### config.mk
export PLATFORM = sky130hd
export DESIGN_NAME = bb_ext_initiator_flat
export DESIGN_NICKNAME = d
export VERILOG_FILES = /design/src/rtl/bb_ext_pkg.sv /design/src/rtl/bb_ext_if.sv /design/src/rtl/bb_ext_rd_delay.sv /design/src/rtl/bb_ext_initiator.sv /design/src/flat_wrapper.sv
export SDC_FILE = /design/constraint.sdc
export NUM_CORES = 1
export LEC_CHECK = 0
export CAP_MARGIN = 30
export CORE_MARGIN = 1.5
export CORE_UTILIZATION = 43
export CTS_BUF_LIST = sky130_fd_sc_hd__clkbuf_16
export CTS_CLUSTER_SIZE = 40
export DETAILED_ROUTE_END_ITERATION = 8
export PLACE_DENSITY = 0.79
export SLEW_MARGIN = 10
export SYNTH_ARGS = -nofsm -noshare
export SYNTH_HDL_FRONTEND = slang
export SYNTH_HIERARCHICAL = 1
export SYNTH_SLANG_ARGS = --single-unit
### constraint.sdc
create_clock -name clk -period 2.1 [get_ports clk]
set_input_delay 0.315 -clock clk [delete_from_list [all_inputs] [get_ports clk]]
set_output_delay 0.315 -clock clk [all_outputs]
set_load 0.01 [all_outputs]
### src/rtl/bb_ext_pkg.sv
// bb_ext_pkg: shared types and constants for the blackbone external-bus initiator
package bb_ext_pkg;
  localparam int BB_EXT_MAX_READ_LATENCY = 7;
  localparam int BB_EXT_ADDR_WIDTH = 14;
  localparam int BB_EXT_LEN_WIDTH = 8;
  typedef enum logic [2:0] {IDLE, WR_BEAT, RD_ISSUE, RD_WAIT, RD_RESP} bb_ext_state_t;
  typedef struct packed {
    logic                        we;
    logic [BB_EXT_ADDR_WIDTH-1:0] addr;
    logic [BB_EXT_LEN_WIDTH-1:0]  len;
  } bb_ext_cmd_t;
endpackage

### src/rtl/bb_ext_if.sv
// bb_ext_if: command, write, response and external-bus signals of the initiator
interface bb_ext_if #(
  parameter int ADDR_WIDTH = 14,
  parameter int DATA_WIDTH = 16,
  parameter int LEN_WIDTH  = 8
);
  logic                    cmd_valid_i;
  logic                    cmd_ready_o;
  logic                    cmd_we_i;
  logic [ADDR_WIDTH-1:0]   cmd_addr_i;
  logic [LEN_WIDTH-1:0]    cmd_len_i;
  logic                    wr_valid_i;
  logic                    wr_ready_o;
  logic [DATA_WIDTH-1:0]   wr_data_i;
  logic [DATA_WIDTH/8-1:0] wr_be_i;
  logic                    rsp_valid_o;
  logic                    rsp_ready_i;
  logic [DATA_WIDTH-1:0]   rsp_data_o;
  logic                    rsp_last_o;
  logic                    busy_o;
  logic [ADDR_WIDTH-1:0]   bb_ext_addr_o;
  logic [DATA_WIDTH-1:0]   bb_ext_din_o;
  logic                    bb_ext_en_o;
  logic [DATA_WIDTH/8-1:0] bb_ext_we_o;
  logic [DATA_WIDTH-1:0]   bb_ext_dout_i;
  modport master (
    input  cmd_valid_i, cmd_we_i, cmd_addr_i, cmd_len_i, wr_valid_i, wr_data_i, wr_be_i,
           rsp_ready_i, bb_ext_dout_i,
    output cmd_ready_o, wr_ready_o, rsp_valid_o, rsp_data_o, rsp_last_o, busy_o,
           bb_ext_addr_o, bb_ext_din_o, bb_ext_en_o, bb_ext_we_o
  );
  modport slave (
    output cmd_valid_i, cmd_we_i, cmd_addr_i, cmd_len_i, wr_valid_i, wr_data_i, wr_be_i,
           rsp_ready_i, bb_ext_dout_i,
    input  cmd_ready_o, wr_ready_o, rsp_valid_o, rsp_data_o, rsp_last_o, busy_o,
           bb_ext_addr_o, bb_ext_din_o, bb_ext_en_o, bb_ext_we_o
  );
endinterface

### src/rtl/bb_ext_rd_delay.sv
// bb_ext_rd_delay: counts the slave read latency and strobes when dout is valid
module bb_ext_rd_delay import bb_ext_pkg::*; #(
  parameter int LATENCY = 1
) (
  input  logic clk,
  input  logic rst_n,
  input  logic start,
  input  logic run,
  output logic done
);
  localparam int W = $clog2(BB_EXT_MAX_READ_LATENCY + 1);
  logic [W-1:0] cnt;
  always_ff @(posedge clk or negedge rst_n)
    if (!rst_n) cnt <= '0;
    else if (start) cnt <= W'(LATENCY - 1);
    else if (run && cnt != '0) cnt <= cnt - 1'b1;
  assign done = run && cnt == '0;
endmodule

### src/rtl/bb_ext_initiator.sv
// bb_ext_initiator: turns read/write burst commands into word-addressed external-bus cycles
module bb_ext_initiator import bb_ext_pkg::*; #(
  parameter int ADDR_WIDTH   = BB_EXT_ADDR_WIDTH,
  parameter int DATA_WIDTH   = 16,
  parameter int LEN_WIDTH    = BB_EXT_LEN_WIDTH,
  parameter int READ_LATENCY = 1
) (
  input logic      clk,
  input logic      rst_n,
  bb_ext_if.master bus
);
  bb_ext_state_t state, state_d;
  bb_ext_cmd_t cur;
  logic cmd_fire, wr_fire, rsp_fire, rd_go, last, cap;
  logic [ADDR_WIDTH-1:0] addr_d;
  assign bus.cmd_ready_o = rst_n && state == IDLE;
  assign bus.wr_ready_o  = state == WR_BEAT;
  assign bus.rsp_valid_o = state == RD_RESP;
  assign bus.rsp_last_o  = bus.rsp_valid_o && last;
  assign bus.busy_o      = state != IDLE;
  assign last     = cur.len == '0;
  assign cmd_fire = bus.cmd_valid_i && bus.cmd_ready_o;
  assign wr_fire  = bus.wr_valid_i && bus.wr_ready_o;
  assign rsp_fire = bus.rsp_valid_o && bus.rsp_ready_i;
  // a read is issued straight off the command, or off the previous beat's handshake
  assign rd_go    = (cmd_fire && !bus.cmd_we_i) || (rsp_fire && !last);
  assign addr_d   = cmd_fire ? bus.cmd_addr_i : rsp_fire ? cur.addr + 1'b1 : cur.addr;
  always_ff @(posedge clk or negedge rst_n)
    if (!rst_n) state <= IDLE;
    else state <= state_d;
  always_comb begin
    state_d = state;
    case (state)
      IDLE:     state_d = !cmd_fire ? IDLE : bus.cmd_we_i ? WR_BEAT : RD_ISSUE;
      WR_BEAT:  state_d = wr_fire && last ? IDLE : WR_BEAT;
      RD_ISSUE: state_d = RD_WAIT;
      RD_WAIT:  state_d = cap ? RD_RESP : RD_WAIT;
      RD_RESP:  state_d = !rsp_fire ? RD_RESP : last ? IDLE : RD_ISSUE;
      default:  state_d = IDLE;
    endcase
  end
  always_ff @(posedge clk or negedge rst_n)
    if (!rst_n) begin
      cur               <= '0;
      bus.bb_ext_en_o   <= 1'b0;
      bus.bb_ext_we_o   <= '0;
      bus.bb_ext_din_o  <= '0;
      bus.bb_ext_addr_o <= '0;
      bus.rsp_data_o    <= '0;
    end else begin
      if (cmd_fire) cur <= '{we: bus.cmd_we_i, addr: bus.cmd_addr_i, len: bus.cmd_len_i};
      else if (wr_fire || rsp_fire) begin
        cur.addr <= cur.addr + 1'b1;
        cur.len  <= cur.len - 1'b1;
      end
      bus.bb_ext_en_o  <= rd_go || (wr_fire && |bus.wr_be_i);
      bus.bb_ext_we_o  <= wr_fire ? bus.wr_be_i : '0;
      bus.bb_ext_din_o <= wr_fire && |bus.wr_be_i ? bus.wr_data_i : '0;
      if (rd_go || wr_fire) bus.bb_ext_addr_o <= addr_d;
      if (cap) bus.rsp_data_o <= bus.bb_ext_dout_i;
    end
  bb_ext_rd_delay #(.LATENCY(READ_LATENCY)) u_dly (
    .clk   (clk),
    .rst_n (rst_n),
    .start (state == RD_ISSUE),
    .run   (state == RD_WAIT),
    .done  (cap)
  );
endmodule

### src/flat_wrapper.sv
// flat-port wrapper written by rule: the top's interface ports become plain ports
module bb_ext_initiator_flat import bb_ext_pkg::*;
#(
  parameter int ADDR_WIDTH   = BB_EXT_ADDR_WIDTH,
  parameter int DATA_WIDTH   = 16,
  parameter int LEN_WIDTH    = BB_EXT_LEN_WIDTH,
  parameter int READ_LATENCY = 1
)
  (clk, rst_n, bus_cmd_valid_i, bus_cmd_we_i, bus_cmd_addr_i, bus_cmd_len_i, bus_wr_valid_i, bus_wr_data_i, bus_wr_be_i, bus_rsp_ready_i, bus_bb_ext_dout_i, bus_cmd_ready_o, bus_wr_ready_o, bus_rsp_valid_o, bus_rsp_data_o, bus_rsp_last_o, bus_busy_o, bus_bb_ext_addr_o, bus_bb_ext_din_o, bus_bb_ext_en_o, bus_bb_ext_we_o);
  bb_ext_if #(.ADDR_WIDTH(ADDR_WIDTH), .DATA_WIDTH(DATA_WIDTH), .LEN_WIDTH(LEN_WIDTH)) bus_i ();
  input logic clk;
  input logic rst_n;
  input wire logic [$bits(bus_i.cmd_valid_i)-1:0] bus_cmd_valid_i;
  input wire logic [$bits(bus_i.cmd_we_i)-1:0] bus_cmd_we_i;
  input wire logic [$bits(bus_i.cmd_addr_i)-1:0] bus_cmd_addr_i;
  input wire logic [$bits(bus_i.cmd_len_i)-1:0] bus_cmd_len_i;
  input wire logic [$bits(bus_i.wr_valid_i)-1:0] bus_wr_valid_i;
  input wire logic [$bits(bus_i.wr_data_i)-1:0] bus_wr_data_i;
  input wire logic [$bits(bus_i.wr_be_i)-1:0] bus_wr_be_i;
  input wire logic [$bits(bus_i.rsp_ready_i)-1:0] bus_rsp_ready_i;
  input wire logic [$bits(bus_i.bb_ext_dout_i)-1:0] bus_bb_ext_dout_i;
  output wire logic [$bits(bus_i.cmd_ready_o)-1:0] bus_cmd_ready_o;
  output wire logic [$bits(bus_i.wr_ready_o)-1:0] bus_wr_ready_o;
  output wire logic [$bits(bus_i.rsp_valid_o)-1:0] bus_rsp_valid_o;
  output wire logic [$bits(bus_i.rsp_data_o)-1:0] bus_rsp_data_o;
  output wire logic [$bits(bus_i.rsp_last_o)-1:0] bus_rsp_last_o;
  output wire logic [$bits(bus_i.busy_o)-1:0] bus_busy_o;
  output wire logic [$bits(bus_i.bb_ext_addr_o)-1:0] bus_bb_ext_addr_o;
  output wire logic [$bits(bus_i.bb_ext_din_o)-1:0] bus_bb_ext_din_o;
  output wire logic [$bits(bus_i.bb_ext_en_o)-1:0] bus_bb_ext_en_o;
  output wire logic [$bits(bus_i.bb_ext_we_o)-1:0] bus_bb_ext_we_o;
  assign bus_i.cmd_valid_i = bus_cmd_valid_i;
  assign bus_i.cmd_we_i = bus_cmd_we_i;
  assign bus_i.cmd_addr_i = bus_cmd_addr_i;
  assign bus_i.cmd_len_i = bus_cmd_len_i;
  assign bus_i.wr_valid_i = bus_wr_valid_i;
  assign bus_i.wr_data_i = bus_wr_data_i;
  assign bus_i.wr_be_i = bus_wr_be_i;
  assign bus_i.rsp_ready_i = bus_rsp_ready_i;
  assign bus_i.bb_ext_dout_i = bus_bb_ext_dout_i;
  assign bus_cmd_ready_o = bus_i.cmd_ready_o;
  assign bus_wr_ready_o = bus_i.wr_ready_o;
  assign bus_rsp_valid_o = bus_i.rsp_valid_o;
  assign bus_rsp_data_o = bus_i.rsp_data_o;
  assign bus_rsp_last_o = bus_i.rsp_last_o;
  assign bus_busy_o = bus_i.busy_o;
  assign bus_bb_ext_addr_o = bus_i.bb_ext_addr_o;
  assign bus_bb_ext_din_o = bus_i.bb_ext_din_o;
  assign bus_bb_ext_en_o = bus_i.bb_ext_en_o;
  assign bus_bb_ext_we_o = bus_i.bb_ext_we_o;
  bb_ext_initiator #(.ADDR_WIDTH(ADDR_WIDTH), .DATA_WIDTH(DATA_WIDTH), .LEN_WIDTH(LEN_WIDTH), .READ_LATENCY(READ_LATENCY)) u_core (.clk(clk), .rst_n(rst_n), .bus(bus_i));
endmodule
# Word-level counts from Yosys, hierarchy flattened
# Index checks and enable logic that the tools add are counted.
totals:
  ff_bits: 77
  input_bits: 62
  output_inout_bits: 54
op_classes:
  addsub: 3
  n_eq_ne: 4
  muxes: 15
  n_reduce_logical: 25
op_table:
  columns: ["operator", "count"]
  rows:
  - ["22-bit 2-to-1 mux", 2]
  - ["14-bit 2-to-1 mux", 2]
  - ["16-bit 2-to-1 mux", 1]
  - ["3-bit 2-to-1 mux", 5]
  - ["3-bit one-hot mux with 5 select lines", 1]
  - ["14-bit by 1-bit adder with 14-bit output (second input constant)", 1]
  - ["1-bit logical AND", 11]
  - ["8-bit zero test", 1]
  - ["8-bit by 1-bit subtractor with 8-bit output (second input constant)", 1]
  - ["3-bit by 2-bit equality test with 1-bit output (second input constant)", 2]
  - ["3-bit zero test", 2]
  - ["2-bit 2-to-1 mux", 3]
  - ["3-bit nonzero test", 2]
  - ["1-bit logical OR", 4]
  - ["2-bit nonzero test", 2]
  - ["3-bit by 1-bit equality test with 1-bit output (second input constant)", 1]
  - ["3-bit equality test (second input constant)", 1]
  - ["3-bit by 1-bit subtractor with 3-bit output (second input constant)", 1]
  - ["1-bit zero test", 2]
  - ["2-bit OR reduction", 1]
  - ["1-bit 2-to-1 mux", 1]

# Longest topological paths before layout
logic_depth:
  depth_word: 6
  depth_mapped: 8
  depth_no_buf: 6

# Modules after synthesis
# Netlist, hierarchy kept.
modules_own_cells:
  columns: ["module", "n_inst", "cells_each", "area_each_um2"]
  rows:
  - ["bb_ext_initiator", 1, 345, 3652.3]
  - ["bb_ext_rd_delay", 1, 20, 202.7]

# Worst setup path after synthesis
# No wires, ideal clock.
synth_timing:
  path_type: "register to register"
  start: "register u_core/cur[3] in the netlist's numbering"
  end: "register u_core/bus.bb_ext_addr_o[4] in the netlist's numbering"
  arrival_time_ns: 1.986
  t_required_ns: 1.975
  slack_ns: -0.012
  stages_incl_launch_ff: 7
  path_buffers: 2
  period_less_slack_ns: 2.112
  cell_sequence: "dfrtp_1 or4_4 o31a_1 or2_1 buf_6 buf_6 mux2_4"
synth_between:
  elab_chain_len: 5
synth_rtl:
  columns: ["element", "line", "text"]
  rows:
  - ["from (decl)", "bb_ext_initiator.sv:13", "bb_ext_cmd_t cur;"]
  - ["from (signal assigned)", "bb_ext_initiator.sv:51", "if (cmd_fire) cur <= '{we: bus.cmd_we_i, addr: bus.cmd_addr_i, len: bus.cmd_len_i};"]
  - ["8-bit zero test", "bb_ext_initiator.sv:21", "assign last = cur.len == '0;"]
  - ["1-bit zero test", "bb_ext_initiator.sv:26", "assign rd_go = (cmd_fire && !bus.cmd_we_i) || (rsp_fire && !last);"]
  - ["1-bit logical AND", "bb_ext_initiator.sv:26", null]
  - ["1-bit logical OR", "bb_ext_initiator.sv:26", null]
  - ["1-bit logical OR", "bb_ext_initiator.sv:59", "if (rd_go || wr_fire) bus.bb_ext_addr_o <= addr_d;"]
  - ["to (signal assigned)", "bb_ext_initiator.sv:59", null]
  - ["to (decl)", "bb_ext_if.sv:30", "bb_ext_addr_o, bb_ext_din_o, bb_ext_en_o, bb_ext_we_o"]
# Every way passes these cells.
# A chain may end at the register's enable or synchronous reset.

# Worst setup path after layout
layout_timing:
  start: "register u_core/cur[6] in the netlist's numbering"
  end: "register u_core/bus.bb_ext_addr_o[4] in the netlist's numbering"
# The elaborated chain is that of the path after synthesis.

==> impl_metrics.env <==
export IMPL_die_h_um=97.69
export IMPL_cts_buffers=9
export IMPL_worstSetupPathType="reg2reg"
export IMPL_layout_cells_non_filler=615
export IMPL_ant_nets=0
export IMPL_ctsHoldBuffers=0
export IMPL_layout_commonest_cell="clkdlybuf4s50_1"
export IMPL_worstPathCellList="or4_4 > o31a_1 > or2_1 > buf_4 > mux2_4"
export IMPL_maxSlewViolCount=0
export IMPL_nets=568
export IMPL_slowest_delay_ns=0.58
export IMPL_ys_warn_count=6
export IMPL_total_power_mw=7.367
export IMPL_dieArea_um2=9542
export IMPL_p_int_mw=4.842
export IMPL_clockPowerShare_pct=21.7
export IMPL_seqPwrFrac_pct=34.5
export IMPL_cts_root_buffer="clkbuf_16"
export IMPL_ys_types=52
export IMPL_clock_path_buffers=2
export IMPL_clock_skew_ns=0.004832
export IMPL_power_switching_mw=2.525
export IMPL_max_freq_mhz=486.3
export IMPL_htreeDepth=3
export IMPL_worst_pin_slew_ns=0.5729
export IMPL_clock_latency_ns=0.34
export IMPL_p_leak_nw=2.331
export IMPL_cts_tree="yes"
export IMPL_grt_max_degree=47
export IMPL_grt_overflow=0
export IMPL_via_per_inst=5.478
export IMPL_ys_seq_elements=77
export IMPL_synth_main_ff_cell="dfrtp_1"
export IMPL_wirelength_mm=10.38
export IMPL_cts_reportedPaths_clkPinSlew_ns=0.06
export IMPL_fin_hold_ws_ns=0.03973
export IMPL_fin_area_um2=5673
export IMPL_num_rows=34
export IMPL_synth_net_count=431
export IMPL_switching_share_pct=34.27
export IMPL_cp_startpoint="u_core/cur[6]"
export IMPL_p_comb_share_pct=43.8
export IMPL_clock_sinks=77
export IMPL_layout_drive_gt1_share_pct=18.93
export IMPL_num_io_pins=116
export IMPL_drv_cap=0
export IMPL_routedWlPerCell_um=16.88
export IMPL_initial_core_util_pct=44.20
export IMPL_hpwl_mm=7.189
export IMPL_core_area_um2=8721
export IMPL_ys_seq_area_share_pct=49.98
export IMPL_min_period_ns=2.057
export IMPL_required_ns=2.32
export IMPL_relSlewSlack_pct=61.81
export IMPL_period_share_pct=97.93
export IMPL_synthCells=365
export IMPL_placed_cell_area_um2=5286
export IMPL_power_density_nw_per_um2=1299
export IMPL_grt_antenna_before_repair=0
export IMPL_async_reset_ff_share_pct=100.0
export IMPL_dr_pass1_iters=5
export IMPL_outcome="finished, final reports clean"
export IMPL_hp_class="in2async"
export IMPL_place_gp_congestion=0.8774
export IMPL_grtUsageTotal_pct=22.67
export IMPL_grt_pass1_vias=3448
export IMPL_cp_slowest_cell="or4_4"
export IMPL_vdd_drop_max_uv=542.8
export IMPL_num_vias=3369
export IMPL_crit_arrival_ns=2.27
export IMPL_dieWidth_um=97.69
export IMPL_setup_violations=0
export IMPL_drtIter0Drc=215
export IMPL_endpoint_kind="flip-flop"
export IMPL_synth_edf_count=0
export IMPL_worst_path_max_fanout=6
export IMPL_netlist_area_um2=3855
export IMPL_diodes=0
export IMPL_drcViolationCount=0
export IMPL_area_growth_pct=47.16
export IMPL_layout_common_cells="clkdlybuf4s50_1, dfrtp_1, buf_4"
export IMPL_syn_area_per_cell_um2=10.56
export IMPL_hold_viol_final=0
export IMPL_dp_cells=594
export IMPL_critPathLaunchType="flip-flop"
export IMPL_rr_startpoint="u_core/cur[6]"
export IMPL_grt_pass1_wl_mm=17.04
export IMPL_io_buffer_count=115
[metrics by stage]
step	TNS, ns	setup slack (ns)	utilization (%)
6_report	0	0.04349	65.05
5_1_grt	-0.04191	-0.02173	65.05
4_1_cts	0	0.005777	64.76
3_5_place_dp	-1.414	-0.1527	60.62
3_3_place_gp	-0.3291	-0.08864	60.62
2_1_floorplan	0	0.01294	-
[per-layer routing]
metal  up-vias  routed length (um)  global-route usage [%]
met5         -                   0                       0
met4         0                 255                   9.780
met3        19                 545                   5.108
met2       113                5183                   37.39
met1      1630                4397                   28.63
li1       1607                   -                       -
[state kept, by name, summed over array words and instances, names as in the netlist]
name                      cells
u_core/bus.bb_ext_din_o      16
u_core/cur                   22
u_core/bus.rsp_data_o        16
u_core/bus.bb_ext_en_o        1
u_core/u_dly/cnt              3
u_core/bus.bb_ext_we_o        2
u_core/state                  3
u_core/bus.bb_ext_addr_o     14
[final timing paths]
path / end / slack [ns] / cells after the start
worst max-delay path: u_core/bus.bb_ext_addr_o[4] / 0.04 / 5
worst min-delay path: u_core/cur[16] / 0.04 / 2
worst max register to register: u_core/bus.bb_ext_addr_o[4] / 0.04 / 5
worst min register to register: u_core/bus.rsp_data_o[6] / 0.50 / 1
max in group asynchronous: u_core/cur[21] / 1.13 / 3
min in group clk: u_core/bus.rsp_data_o[6] / 0.50 / 1
[what timing repair did]
action / 4_1_cts / 5_1_grt
resized for setup: 9 / 8
buffers inserted: 6 / 0
pin swaps: 3 / 2
endpoints found under the setup margin: 5 / 12
[kinds of logic after synthesis]
| group | count (synthesis) | share of synthesized area [%] |
|---|---|---|
| muxes | 28 | 8.341 |
| and+or+nand+nor | 121 | 17.75 |
| AOI/OAI and AO/OA | 83 | 15.09 |
| DFF | 77 | 49.98 |
| buffers and inverters | 37 | 4.122 |
| adders and majority gates | 4 | 1.298 |
| xor gates and xnor gates | 15 | 3.408 |
[layout make-up]
| type | instances | area, um2 |
|---|---|---|
| clock inverter | 7 | 81.33 |
| clock buffer | 9 | 225.2 |
| sequential | 77 | 1931 |
| inverter | 11 | 41.29 |
| multi-input combinational | 251 | 1810 |
| fill | 649 | 3048 |
| timing repair buffer | 152 | 1449 |
| tap | 108 | 135.1 |
[synthesized netlist by cell type (5+ instances only)]
| cell | n | area [um2] |
|---|---|---|
| nor3_1 | 10 | 50.05 |
| mux2_2 | 21 | 236.5 |
| o21ai_0 | 19 | 95.09 |
| xnor2_1 | 12 | 105.1 |
| clkbuf_1 | 20 | 75.07 |
| nand3_1 | 8 | 40.04 |
| a31oi_1 | 10 | 62.56 |
| dfrtp_1 | 77 | 1927 |
| or4_1 | 6 | 45.04 |
| a211oi_1 | 8 | 60.06 |
| a21oi_1 | 11 | 55.05 |
| nor2_1 | 20 | 75.07 |
| o311ai_0 | 5 | 43.79 |
| or3_1 | 7 | 43.79 |
| nand2_1 | 22 | 82.58 |
| inv_1 | 10 | 37.54 |
| and2_1 | 22 | 137.6 |
[power by group through the flow]
stage          clock network [mW]  registers [mW]  logic [mW]
2_1_floorplan                   0            2.61        1.54
3_3_place_gp                    0            2.52        3.03
3_5_place_dp                    0            2.55        3.11
4_1_cts                      1.63            2.53        3.21
5_1_grt                      1.71            2.63        3.47
6_report                     1.60            2.54        3.23
[critical path: cells and delay by family (launching register included)]
kind / cells / cell delay [ns]
AOI/OAI and AO/OA: 1 / 0.27
buffers and inverters: 1 / 0.17
DFF: 1 / 0.38
muxes: 1 / 0.29
and+or+nand+nor: 2 / 0.82
Note: power is estimated with default switching activity, not from simulation.
